[config.mk]
export PLATFORM = sky130hd
export DESIGN_NAME = aes_round_ctrl
export DESIGN_NICKNAME = d
export VERILOG_FILES = /design/src/rtl/aes_ctrl_pkg.sv /design/src/rtl/aes_ctrl_cnt.sv /design/src/rtl/aes_round_ctrl.sv
export SDC_FILE = /design/constraint.sdc
export NUM_CORES = 1
export LEC_CHECK = 0
export ABC_AREA = 1
export CORE_ASPECT_RATIO = 0.5
export CORE_UTILIZATION = 35
export CTS_CLUSTER_SIZE = 14
export DETAILED_ROUTE_END_ITERATION = 8
export DONT_BUFFER_PORTS = 1
export GPL_TIMING_DRIVEN = 0
export SLEW_MARGIN = 20
export SYNTH_ARGS = -nofsm -noshare
export SYNTH_HDL_FRONTEND = slang
export SYNTH_SLANG_ARGS = --single-unit
[constraint.sdc]
create_clock -name clk -period 2.7 [get_ports clk]
set_clock_uncertainty 0.1 [all_clocks]
set_input_delay 0.405 -clock clk [delete_from_list [all_inputs] [get_ports clk]]
set_output_delay 0.405 -clock clk [all_outputs]
set_load 0.01 [all_outputs]
[src/rtl/aes_ctrl_pkg.sv]
// Shared constants and state encoding for the AES-128 round sequencer.
package aes_ctrl_pkg;

  localparam int NROUNDS = 10;
  localparam int NCOLS   = 4;
  localparam int ROUND_W = 4;
  localparam int COL_W   = 2;
  localparam int FLUSH_W = 4;

  localparam logic [ROUND_W-1:0] LAST_ROUND = ROUND_W'(NROUNDS);
  localparam logic [COL_W-1:0]   LAST_COL   = COL_W'(NCOLS - 1);

  // Binary 3-bit state encoding of the sequencer.
  typedef enum logic [2:0] {
    ST_IDLE  = 3'd0,
    ST_LOAD  = 3'd1,
    ST_ROUND = 3'd2,
    ST_FLUSH = 3'd3,
    ST_DONE  = 3'd4
  } state_e;

endpackage

[src/rtl/aes_ctrl_cnt.sv]
// Up-counter with synchronous clear, enable and terminal-count flag.
module aes_ctrl_cnt #(
  parameter int unsigned    W  = 4,
  parameter logic [W-1:0]   TC = '1
) (
  input  logic         clk,
  input  logic         rst,
  input  logic         clr,
  input  logic         en,
  output logic [W-1:0] q,
  output logic         tc
);

  logic [W-1:0] q_r;

  // Count register: reset and clear force zero, clear has priority over enable.
  always_ff @(posedge clk) begin
    if (rst) begin
      q_r <= '0;
    end else if (clr) begin
      q_r <= '0;
    end else if (en) begin
      q_r <= q_r + W'(1'b1);
    end else begin
      q_r <= q_r;
    end
  end

  assign q  = q_r;
  assign tc = (q_r == TC);

endmodule

[src/rtl/aes_round_ctrl.sv]
// Sequencer for the 32-bit-serial masked AES-128 core: LOAD, ten
// ROUND/FLUSH passes, then DONE with a ready/valid result handshake.
module aes_round_ctrl
  import aes_ctrl_pkg::*;
#(
  parameter int unsigned SBOX_LAT = 4
) (
  input  logic               clk,
  input  logic               rst,
  input  logic               in_valid,
  output logic               in_ready,
  output logic               out_valid,
  input  logic               out_ready,
  output logic               busy,
  output logic               load_en,
  output logic               sbox_en,
  output logic [COL_W-1:0]   col,
  output logic [ROUND_W-1:0] round,
  output logic               last_round,
  output logic               rcon_init,
  output logic               rcon_update,
  output logic               rcon_mask
);

  // Terminal flush count and the count one cycle before it.
  localparam logic [FLUSH_W-1:0] FLUSH_TC     = FLUSH_W'(SBOX_LAT - 1);
  localparam logic [FLUSH_W-1:0] FLUSH_PRE    = FLUSH_W'((SBOX_LAT >= 2) ? (SBOX_LAT - 2) : 0);
  localparam bit                 SINGLE_FLUSH = (SBOX_LAT == 1);

  state_e               state_r;
  state_e               state_nx_s;
  logic                 accept_s;
  logic                 last_flush_nx_s;

  logic [COL_W-1:0]     col_q_s;
  logic                 col_tc_s;
  logic                 col_clr_s;
  logic                 col_en_s;
  logic [ROUND_W-1:0]   round_q_s;
  logic                 round_tc_s;
  logic                 round_clr_s;
  logic                 round_en_s;
  logic [FLUSH_W-1:0]   flush_q_s;
  logic                 flush_tc_s;
  logic                 flush_clr_s;
  logic                 flush_en_s;

  logic                 load_en_r;
  logic                 sbox_en_r;
  logic                 busy_r;
  logic                 out_valid_r;
  logic                 rcon_update_r;
  logic                 rcon_mask_r;

  aes_ctrl_cnt #(.W(COL_W), .TC(LAST_COL)) u_col_cnt (
    .clk (clk),
    .rst (rst),
    .clr (col_clr_s),
    .en  (col_en_s),
    .q   (col_q_s),
    .tc  (col_tc_s)
  );

  aes_ctrl_cnt #(.W(ROUND_W), .TC(LAST_ROUND)) u_round_cnt (
    .clk (clk),
    .rst (rst),
    .clr (round_clr_s),
    .en  (round_en_s),
    .q   (round_q_s),
    .tc  (round_tc_s)
  );

  aes_ctrl_cnt #(.W(FLUSH_W), .TC(FLUSH_TC)) u_flush_cnt (
    .clk (clk),
    .rst (rst),
    .clr (flush_clr_s),
    .en  (flush_en_s),
    .q   (flush_q_s),
    .tc  (flush_tc_s)
  );

  assign in_ready = (state_r == ST_IDLE);
  assign accept_s = in_valid & in_ready;

  // Next-state selection; in_valid is only looked at in IDLE.
  always_comb begin
    state_nx_s = state_r;
    case (state_r)
      ST_IDLE: begin
        if (in_valid) state_nx_s = ST_LOAD;
        else          state_nx_s = ST_IDLE;
      end
      ST_LOAD: begin
        if (col_tc_s) state_nx_s = ST_ROUND;
        else          state_nx_s = ST_LOAD;
      end
      ST_ROUND: begin
        if (col_tc_s) state_nx_s = ST_FLUSH;
        else          state_nx_s = ST_ROUND;
      end
      ST_FLUSH: begin
        if (flush_tc_s && round_tc_s)  state_nx_s = ST_DONE;
        else if (flush_tc_s)           state_nx_s = ST_ROUND;
        else                           state_nx_s = ST_FLUSH;
      end
      ST_DONE: begin
        if (out_ready) state_nx_s = ST_IDLE;
        else           state_nx_s = ST_DONE;
      end
      default: state_nx_s = ST_IDLE;
    endcase
  end

  // Counter controls: col walks only in LOAD/ROUND and is cleared at its end,
  // round steps on entry to round 1 and after each non-final flush.
  always_comb begin
    col_clr_s   = 1'b1;
    col_en_s    = 1'b0;
    round_clr_s = (state_nx_s == ST_IDLE);
    round_en_s  = ((state_r == ST_LOAD) && col_tc_s) ||
                  ((state_r == ST_FLUSH) && flush_tc_s && !round_tc_s);
    flush_clr_s = (state_r != ST_FLUSH);
    flush_en_s  = (state_r == ST_FLUSH) && !flush_tc_s;
    if (((state_r == ST_LOAD) || (state_r == ST_ROUND)) && !col_tc_s) begin
      col_clr_s = 1'b0;
      col_en_s  = 1'b1;
    end else begin
      col_clr_s = 1'b1;
      col_en_s  = 1'b0;
    end
  end

  // Predict whether the coming cycle is the final flush cycle.
  always_comb begin
    last_flush_nx_s = 1'b0;
    if (state_nx_s == ST_FLUSH) begin
      if (state_r == ST_FLUSH) last_flush_nx_s = (flush_q_s == FLUSH_PRE);
      else                     last_flush_nx_s = SINGLE_FLUSH;
    end else begin
      last_flush_nx_s = 1'b0;
    end
  end

  // State and registered output decode, computed from the next state.
  always_ff @(posedge clk) begin
    if (rst) begin
      state_r       <= ST_IDLE;
      load_en_r     <= 1'b0;
      sbox_en_r     <= 1'b0;
      busy_r        <= 1'b0;
      out_valid_r   <= 1'b0;
      rcon_update_r <= 1'b0;
      rcon_mask_r   <= 1'b0;
    end else begin
      state_r       <= state_nx_s;
      load_en_r     <= (state_nx_s == ST_LOAD);
      sbox_en_r     <= (state_nx_s == ST_ROUND);
      busy_r        <= (state_nx_s != ST_IDLE);
      out_valid_r   <= (state_nx_s == ST_DONE);
      rcon_update_r <= last_flush_nx_s && !round_tc_s;
      rcon_mask_r   <= (state_nx_s == ST_ROUND) && (state_r != ST_ROUND);
    end
  end

  assign out_valid   = out_valid_r;
  assign busy        = busy_r;
  assign load_en     = load_en_r;
  assign sbox_en     = sbox_en_r;
  assign col         = col_q_s;
  assign round       = round_q_s;
  assign last_round  = round_tc_s;
  assign rcon_mask   = rcon_mask_r;
  // Reset forces the rcon generator back to 0x01 and suppresses any update.
  assign rcon_init   = rst | accept_s;
  assign rcon_update = rcon_update_r & ~rst;

endmodule

Word-level counts from Yosys, hierarchy flattened
Cells that the tools add are included.

Reduce and logical (&&, ||, !) cells: 19. Bitwise logic cells: 5. Mux-type cells: 10. Equality and inequality tests: 14. Add/subtract/negate cells: 3.

Operator list (number): one-hot mux 3 bit (5 select lines) (1); equality test 3 x 2 -> 1 bit (second input constant) (4); adder 4 x 1 -> 4 bit (second input constant) (2); equality test 4 x 2 -> 1 bit (second input constant) (2); logical AND 1 bit (8); equality test 3 x 1 -> 1 bit (second input constant) (2); equality test 3 bit (second input constant) (2); zero test 3 bit (2); two-way mux 1 bit (6); two-way mux 3 bit (2); inequality test 3 x 2 -> 1 bit (second input constant) (2); OR reduction 2 bit (3); equality test 4 bit (second input constant) (1); zero test 1 bit (3); nonzero test 3 bit (1); adder 2 x 1 -> 2 bit (second input constant) (1); bitwise AND 1 bit (2); equality test 2 bit (second input constant) (1); logical OR 1 bit (2); two-way mux 2 bit (1); inverter 1 bit (2); OR 1 bit (1).

Register bits: 19. Input bits: 4. Word-level logic and storage cells: 61. Output and inout port bits: 15.

Depth between registers and ports, before layout
Gate-level depths: netlist (run 1).

Word-level depth: 7. Gate-level depth with buffers: 9. Depth with buffers taken out: 9.

Modules after synthesis
A second synthesis (run 1) with hierarchy kept.

Cell total of the unflattened synthesis: 128. Area total of the unflattened synthesis: 933.4 um^2.

Modules (own cells, without submodules): aes_round_ctrl (area each 478.0 um^2, instances 1, cells an instance 67, sequential area each 180.2 um^2); aes_ctrl_cnt (u_round_cnt) (area each 186.4 um^2, instances 1, cells an instance 25, sequential area each 80.1 um^2); aes_ctrl_cnt (u_flush_cnt) (area each 173.9 um^2, instances 1, cells an instance 23, sequential area each 80.1 um^2); aes_ctrl_cnt (u_col_cnt) (area each 95.1 um^2, instances 1, cells an instance 13, sequential area each 40.0 um^2).

Worst setup path before layout (run 1)
OpenSTA, ideal clock, no wires.

Path type: register -> register. Start: register u_round_cnt.q_r[0] (netlist: u_round_cnt.q[0]). End: register u_round_cnt.q_r[0] (netlist: u_round_cnt.q[0]). Library setup time: 0.111 ns. Data arrival time: 1.410 ns. Stages on the path, launching flop included: 9. Data required time: 2.489 ns. Path slack: 1.079 ns. Buffers on the path: 0. Period minus slack after synthesis: 1.621 ns. Cells stage by stage: dfxtp_1 > inv_1 > ha_1 > nand3_1 > nor2_1 > a21oi_1 > nand3_2 > nand2_4 > nor2_2.

Word-level cells in the longest chain between the ends: 6. Elaborated cells on any way between the ends: 10. Classes of those cells: 1 x add/sub; 1 x eq/ne; 2 x mux; 6 x reduce/logical.

RTL lines: start: declaration (RTL line aes_ctrl_cnt.sv:14) `logic [W-1:0] q_r;`; start signal: assignment (RTL line aes_ctrl_cnt.sv:23) `q_r <= q_r + W'(1'b1);`; start signal: assignment (RTL line aes_ctrl_cnt.sv:25) `q_r <= q_r;`; equality test 4 bit (RTL line aes_ctrl_cnt.sv:30) `assign tc = (q_r == TC);`; logical AND 1 bit (RTL line aes_round_ctrl.sv:102) `if (flush_tc_s && round_tc_s) state_nx_s = ST_DONE;`; two-way mux 3 bit (RTL line aes_round_ctrl.sv:102); one-hot mux 3 bit (5 select lines) (RTL line aes_round_ctrl.sv:88) `case (state_r)`; zero test 3 bit (RTL line aes_round_ctrl.sv:119) `round_clr_s = (state_nx_s == ST_IDLE);`; OR reduction 2 bit (no line).

Parallel ways exist; a longest one is shown, timed or not. A chain may end at the register's enable or synchronous reset.

Worst setup path in the final report (run 1)
Start: register u_round_cnt.q_r[0] (netlist: u_round_cnt.q[0]). End: output last_round.

Word-level cells in the longest chain between the ends: 1.

RTL lines: equality test 4 bit (RTL line aes_ctrl_cnt.sv:30); end: declaration (RTL line aes_round_ctrl.sv:19) `output logic last_round,`.

Every way passes these cells.

==> run_results.csv, run 1 <==
group,metric,value,unit
cts,cts.repair.resized,0,
cts,cts_root_buffer,"clkbuf_8",
status,status,"finished, final reports clean",
sta,fmaxAchievable,545.5,MHz
global_routing,met3_usage,7.813,%
die,num_io_pins,19,
sta,period_needed,1.833,ns
global_routing,antenna_found_initial,0,
power_and_ir_drop,powerDensity,495.5,mW/mm^2
synth,synth.top_cells.by_count,"inv_1 (21), dfxtp_1 (19), nand2_1 (14)",
synth,yosys.area.top_type,"dfxtp_1",
cts,numCtsBuffers,3,
setup_path,ff2ff_path_depth,8,
synth,ys_warn_count,0,
layout,n_antenna_cell,0,
synth,syn_inst,122,
layout,syn_to_final_growth,9.461,%
synth,synth_edf_count,0,
cts,cts_buffer_depth,2,
drt,dr.pass1.iters,4,
die,die_h,38.88,um
cts,cts_tree,"done",
drt,drtIter0Drc,31,
synth,synth_most_common_cell,"inv_1",
drt,drt.antenna.violating_nets,0,
sta,setup_viol,0,
die,dieArea,0.002946,sq mm
synth,synth_seq_cells,19,
cts,post_cts.repair.setup_buffers,0,
worst_hold_path,hp-class,"in -> reg",
cts,cts_max_level,1,
global_routing,use_met1,17.98,%
global_routing,grt_pass1_wl,2.808,mm
setup_path,cp-end-kind,"output port",
synth,ys.flop_type,"dfxtp_1",
cts,clkLatencyLatePin,0.26,ns
sta,final_hold_viol_count,0,
global_routing,grt_pass1_vias,589,
power_and_ir_drop,power.leakage,0.0004716,uW
global_routing,grt_max_degree,12,
sta,slew_violations,0,
drt,wl,1.842,mm
setup_path,worstReg2RegEnd,"busy",
sta,rsz0062_at_grt,"false",
layout,layout-drive-gt1-share,19.05,%
synth,async_flop_share,0,%
synth,avgSynthCellArea,7.805,sq um
die,core_region_area,0.002387,sq mm
job,max_cap_violations,0,
sta,min_period_over_period,67.90,%
layout,nNetsFinal,136,
setup_path,critPathMaxFanout,5,
die,rows,12,
setup_path,cp-start-kind,"flip-flop",
setup_path,r2r_slack,0.88,ns
sta,tightest_slew,0.4062,ns
synth,yosysSeqAreaShare,39.95,%
global_routing,grt_use_total,14.47,%
synth,synth_top_area_share,39.95,%
setup_path,crit_end,"last_round",
sta,whs,0.1055,ns
synth,syn_nets,131,
setup_path,critPathLaunch,"u_round_cnt.q[0]",
die,fp.dieW,75.76,um
drt,drc_errors,0,
synth,synthesis.area,952.2,sq um
synth,ys_types,23,
setup_path,arrival,1.33,ns
cts,clkTransAtPathRegs,0.07,ns
setup_path,r2r-start,"u_round_cnt.q[0]",
power_and_ir_drop,peakVddDrop,0.1542,mV
global_routing,use_met2,19.47,%
placed_design,place.gp.congestion,0.7419,
sta,setup-tns-final,0,ns
drt,vias,727,
global_routing,grt_overflow,0,
cts,clock-sinks,19,
placed_design,io_buffers,0,
placed_design,dp_hpwl,1.423,mm
synth,synth_area_leaders,"dfxtp_1 (40%), inv_1 (8.3%), ha_1 (6.6%)",
drt,routedWlPerCell,11.44,um
global_routing,top_usage_layer,"met2",
setup_path,path_class,"reg -> out",
sta,relSlewSlack,72.71,%
drt,via_per_inst,4.516,
cts,cts_hold_buf,0,
setup_path,worstPathRequired,2.19,ns
die,start_util,39.88,%
[layer usage]
| metal | wire length, um | vias up |
|---|---|---|
| li1 | - | 398 |
| met1 | 886 | 307 |
| met2 | 789 | 20 |
| met3 | 152 | 2 |
| met4 | 14 | 0 |
| met5 | 0 | - |
[cell type report]
class / instances / area (sq um)
sequential: 19 / 380.4
multi-input combinational: 78 / 478.0
clock buffer: 3 / 41.29
fill: 249 / 1345
clock inverter: 1 / 5.005
inverter: 25 / 93.84
tap: 35 / 43.79
[layout by cell type (no fill, tap or decap), drive strengths merged]
cell	netlist	routed
inv	25	25
dfxtp	19	19
nand2	19	19
nor2	19	19
nand3	12	12
o21ai	7	7
ha	5	5
nor3	4	4
a21oi	4	4
clkbuf	0	3
nand4	3	3
xor2	2	2
a311oi	1	1
nor3b	1	1
nor4	1	1
clkinv	0	1
[how the worst min path moves through the flow]
stage | depth (start not counted) | end | startpoint
detailed placement | 1 | rcon_mask | rst
CTS | 1 | rcon_mask | rst
global placement | 1 | state_r[2] | rst
finish | 1 | rcon_mask | rst
global route | 1 | rcon_mask | rst
floorplan | 1 | u_col_cnt.q[0] | u_col_cnt.q[0]
[power breakdown]
group	internal, uW	switching (uW)
clock	103	95.5
combinational	8.26	18.0
sequential	285	6.68
total	396	120
[critical path, cell delays in order, from the launching register on]
cell	delay (ns)
dfxtp_1	0.46
inv_1	0.09
ha_1	0.20
nand3_1	0.19
inv_1	0.12
[cells by family after synthesis]
| kind of cell | share of synthesized area (%) |
|---|---|
| AOI/OAI and AO/OA | 6.702 |
| xor gates and xnor gates | 1.840 |
| adders and majority gates | 6.570 |
| buffers and inverters | 9.855 |
| DFF | 39.95 |
| and+or+nand+nor | 35.09 |
[stage by stage]
| step | setup WS [ns] | std cells | utilization, % | instance area (sq um) | power, uW |
|---|---|---|---|---|---|
| after CTS | 0.8465 | 161 | 43.66 | 1042 | 524.6 |
| after global placement | 0.8670 | 157 | 41.72 | 996.0 | 324.5 |
| final | 0.8667 | 161 | 43.66 | 1042 | 516.5 |
| after floorplan | 1.079 | 122 | - | 952.2 | 319.3 |
| after global routing | 0.7334 | 161 | 43.66 | 1042 | 541.6 |
| after detailed placement | 0.8723 | 157 | 41.72 | 996.0 | 325.5 |
[state kept, by name, indices dropped and copies added, names as in the netlist]
signal / cells
busy: 1
load_en: 1
out_valid: 1
rcon_mask: 1
rcon_update_r: 1
sbox_en: 1
state_r: 3
u_col_cnt.q: 2
u_flush_cnt.q: 4
u_round_cnt.q: 4
Power figures use the tool's default switching activity.
==> run 2: changes to the inputs <==
==> constraint.sdc (replaced) <==
create_clock -name clk -period 1.92 [get_ports clk]
set_clock_uncertainty 0.1 [all_clocks]
set_input_delay 0.288 -clock clk [delete_from_list [all_inputs] [get_ports clk]]
set_output_delay 0.288 -clock clk [all_outputs]
set_load 0.01 [all_outputs]
==> run_results.csv, run 2 (synthesis results as in run 1) <==
group,metric,value,unit
cts,cts_root_buffer,"clkbuf_8",
setup_path,critPathLaunch,"u_round_cnt.q[1]",
drt,routedWlPerCell,11.50,um
global_routing,grt_pass1_wl,2.863,mm
drt,dr.pass1.iters,3,
setup_path,arrival,1.83,ns
setup_path,critPathMaxFanout,5,
layout,final-seq-area,380.4,sq um
setup_path,ff2ff_path_depth,8,
setup_path,path_class,"reg -> reg",
layout,fillCellCount,248,
sta,setup_viol,0,
cts,cts_tree,"done",
setup_path,cp_top_family,"simple AND/OR/NAND/NOR gates",
sta,setup_slack,0.1464,ns
global_routing,top_usage_layer,"met2",
global_routing,grt_overflow,0,
status,status,"finished, final reports clean",
placed_design,place_ws,0.09232,ns
cts,cts_buffer_depth,2,
layout,n_antenna_cell,0,
worst_hold_path,hp-class,"in -> reg",
setup_path,cp-end-kind,"flip-flop",
setup_path,critPathBufInv,1,
sta,final_hold_viol_count,0,
power_and_ir_drop,peakVddDrop,0.2161,mV
die,dieArea,0.002946,sq mm
placed_design,dp_hpwl,1.423,mm
cts,cts_max_level,1,
setup_path,worstReg2RegEnd,"busy",
global_routing,grt_pass1_vias,599,
sta,period_needed,1.774,ns
cts,clkLatencyLatePin,0.25,ns
sta,setup-tns-final,0,ns
setup_path,r2r_slack,0.15,ns
drt,drc_errors,0,
sta,slew_violations,0,
setup_path,crit_slowest_cell,"dfxtp_1",
global_routing,antenna_found_initial,0,
setup_path,cpMostUsedCell,"nor2_2",
drt,via_per_inst,4.481,
global_routing,use_met2,19.69,%
global_routing,use_met1,18.45,%
layout,layout-drive-gt1-share,20.47,%
power_and_ir_drop,power.leakage,0.0004764,uW
job,max_cap_violations,0,
setup_path,r2r-start,"u_round_cnt.q[1]",
drt,vias,726,
cts,numCtsBuffers,3,
setup_path,cp-start-kind,"flip-flop",
die,fp.dieW,75.76,um
global_routing,met3_usage,7.813,%
setup_path,slowest_delay,0.47,ns
placed_design,io_buffers,0,
layout,multi_input_comb_area,484.2,sq um
layout,nNetsFinal,137,
worst_hold_path,min_path_cells,3,
sta,relSlewSlack,72.59,%
layout,syn_to_final_growth,11.17,%
drt,drtIter0Drc,39,
die,num_io_pins,19,
sta,min_period_over_period,92.38,%
die,core_region_area,0.002387,sq mm
die,rows,12,
cts,clkTransAtPathRegs,0.07,ns
placed_design,place.gp.congestion,0.7419,
worst_hold_path,hold_path_startpoint,"in_valid",
drt,wl,1.863,mm
layout,mostFrequentLayoutCell,"inv_1",
die,die_h,38.88,um
sta,tightest_slew,0.4080,ns
sta,fmaxAchievable,563.8,MHz
setup_path,crit_path_cell_trace,"ha_1 > nand3_1 > nor2_2 > nor2_2 > nor2_2 > nand3_2 > nand2_4 > inv_2",
die,start_util,39.88,%
layout,most-common-layout-cells,"inv_1 (21), dfxtp_1 (19), nand2_1 (14), nor2_1 (11), nand3_1 (10)",
worst_hold_path,hold_end,"sbox_en",
global_routing,grt_max_degree,12,
power_and_ir_drop,powerDensity,687.3,mW/mm^2
drt,drt.antenna.violating_nets,0,
setup_path,worstPathRequired,1.98,ns
sta,rsz0062_at_grt,"false",
global_routing,grt_use_total,14.70,%
cts,clock-sinks,19,
run 2: what timing repair did:
item | 4_1_cts | 5_1_grt
endpoints found under the setup margin | 0 | 5
buffers inserted | 0 | 0
hold endpoints to repair | 5 | 0
gates resized for setup | 0 | 2
hold buffers | 1 | 0
run 2: per-layer routing:
layer  share of wire, %  wire [um]
met5                  0          0
met4               0.75         14
met3                6.5        121
met2                 42        786
met1                 50        940
run 2: worst max-delay path by stage:
stage                             endpoint  cells after the start
after floorplan           u_round_cnt.q[0]                      8
after global routing                  busy                      8
final                                 busy                      8
after detailed placement              busy                      8
after global placement    u_round_cnt.q[3]                      8
after CTS                             busy                      8
run 2: final cells by class:
cell class	count	area share, %
multi-input cells	78	45.74
clock inverters	1	0.4728
inverters	25	8.865
flip-flops and latches	19	35.93
clock buffers	3	3.901
well taps	35	4.137
repair buffers	1	0.9456
run 2: report_power, final:
group / switching [uW] / internal, uW
combinational: 26.6 / 13.0
sequential: 9.40 / 401
clock: 133 / 144
run 2: worst reg2reg max path: cells and delay by family (launching register included):
| kind | cells | cell delay, ns |
|---|---|---|
| buffers and inverters | 1 | 0.04 |
| flip-flops | 1 | 0.47 |
| AND/OR/NAND/NOR | 6 | 0.86 |
| adder cells (fa/ha/maj) | 1 | 0.21 |
run 2: through the flow:
stage               total power (uW)  hold WS (ns)  std cells  cell area [sq um]  util [%]
floorplan                      449.0        0.2571        122              952.2         -
global placement               456.3        0.2617        157              996.0     41.72
detailed placement             457.8        0.2593        157              996.0     41.72
CTS                            740.6        0.2120        162               1052     44.08
global route                   764.7        0.2277        162               1059     44.34
finish                         727.5        0.2143        162               1059     44.34
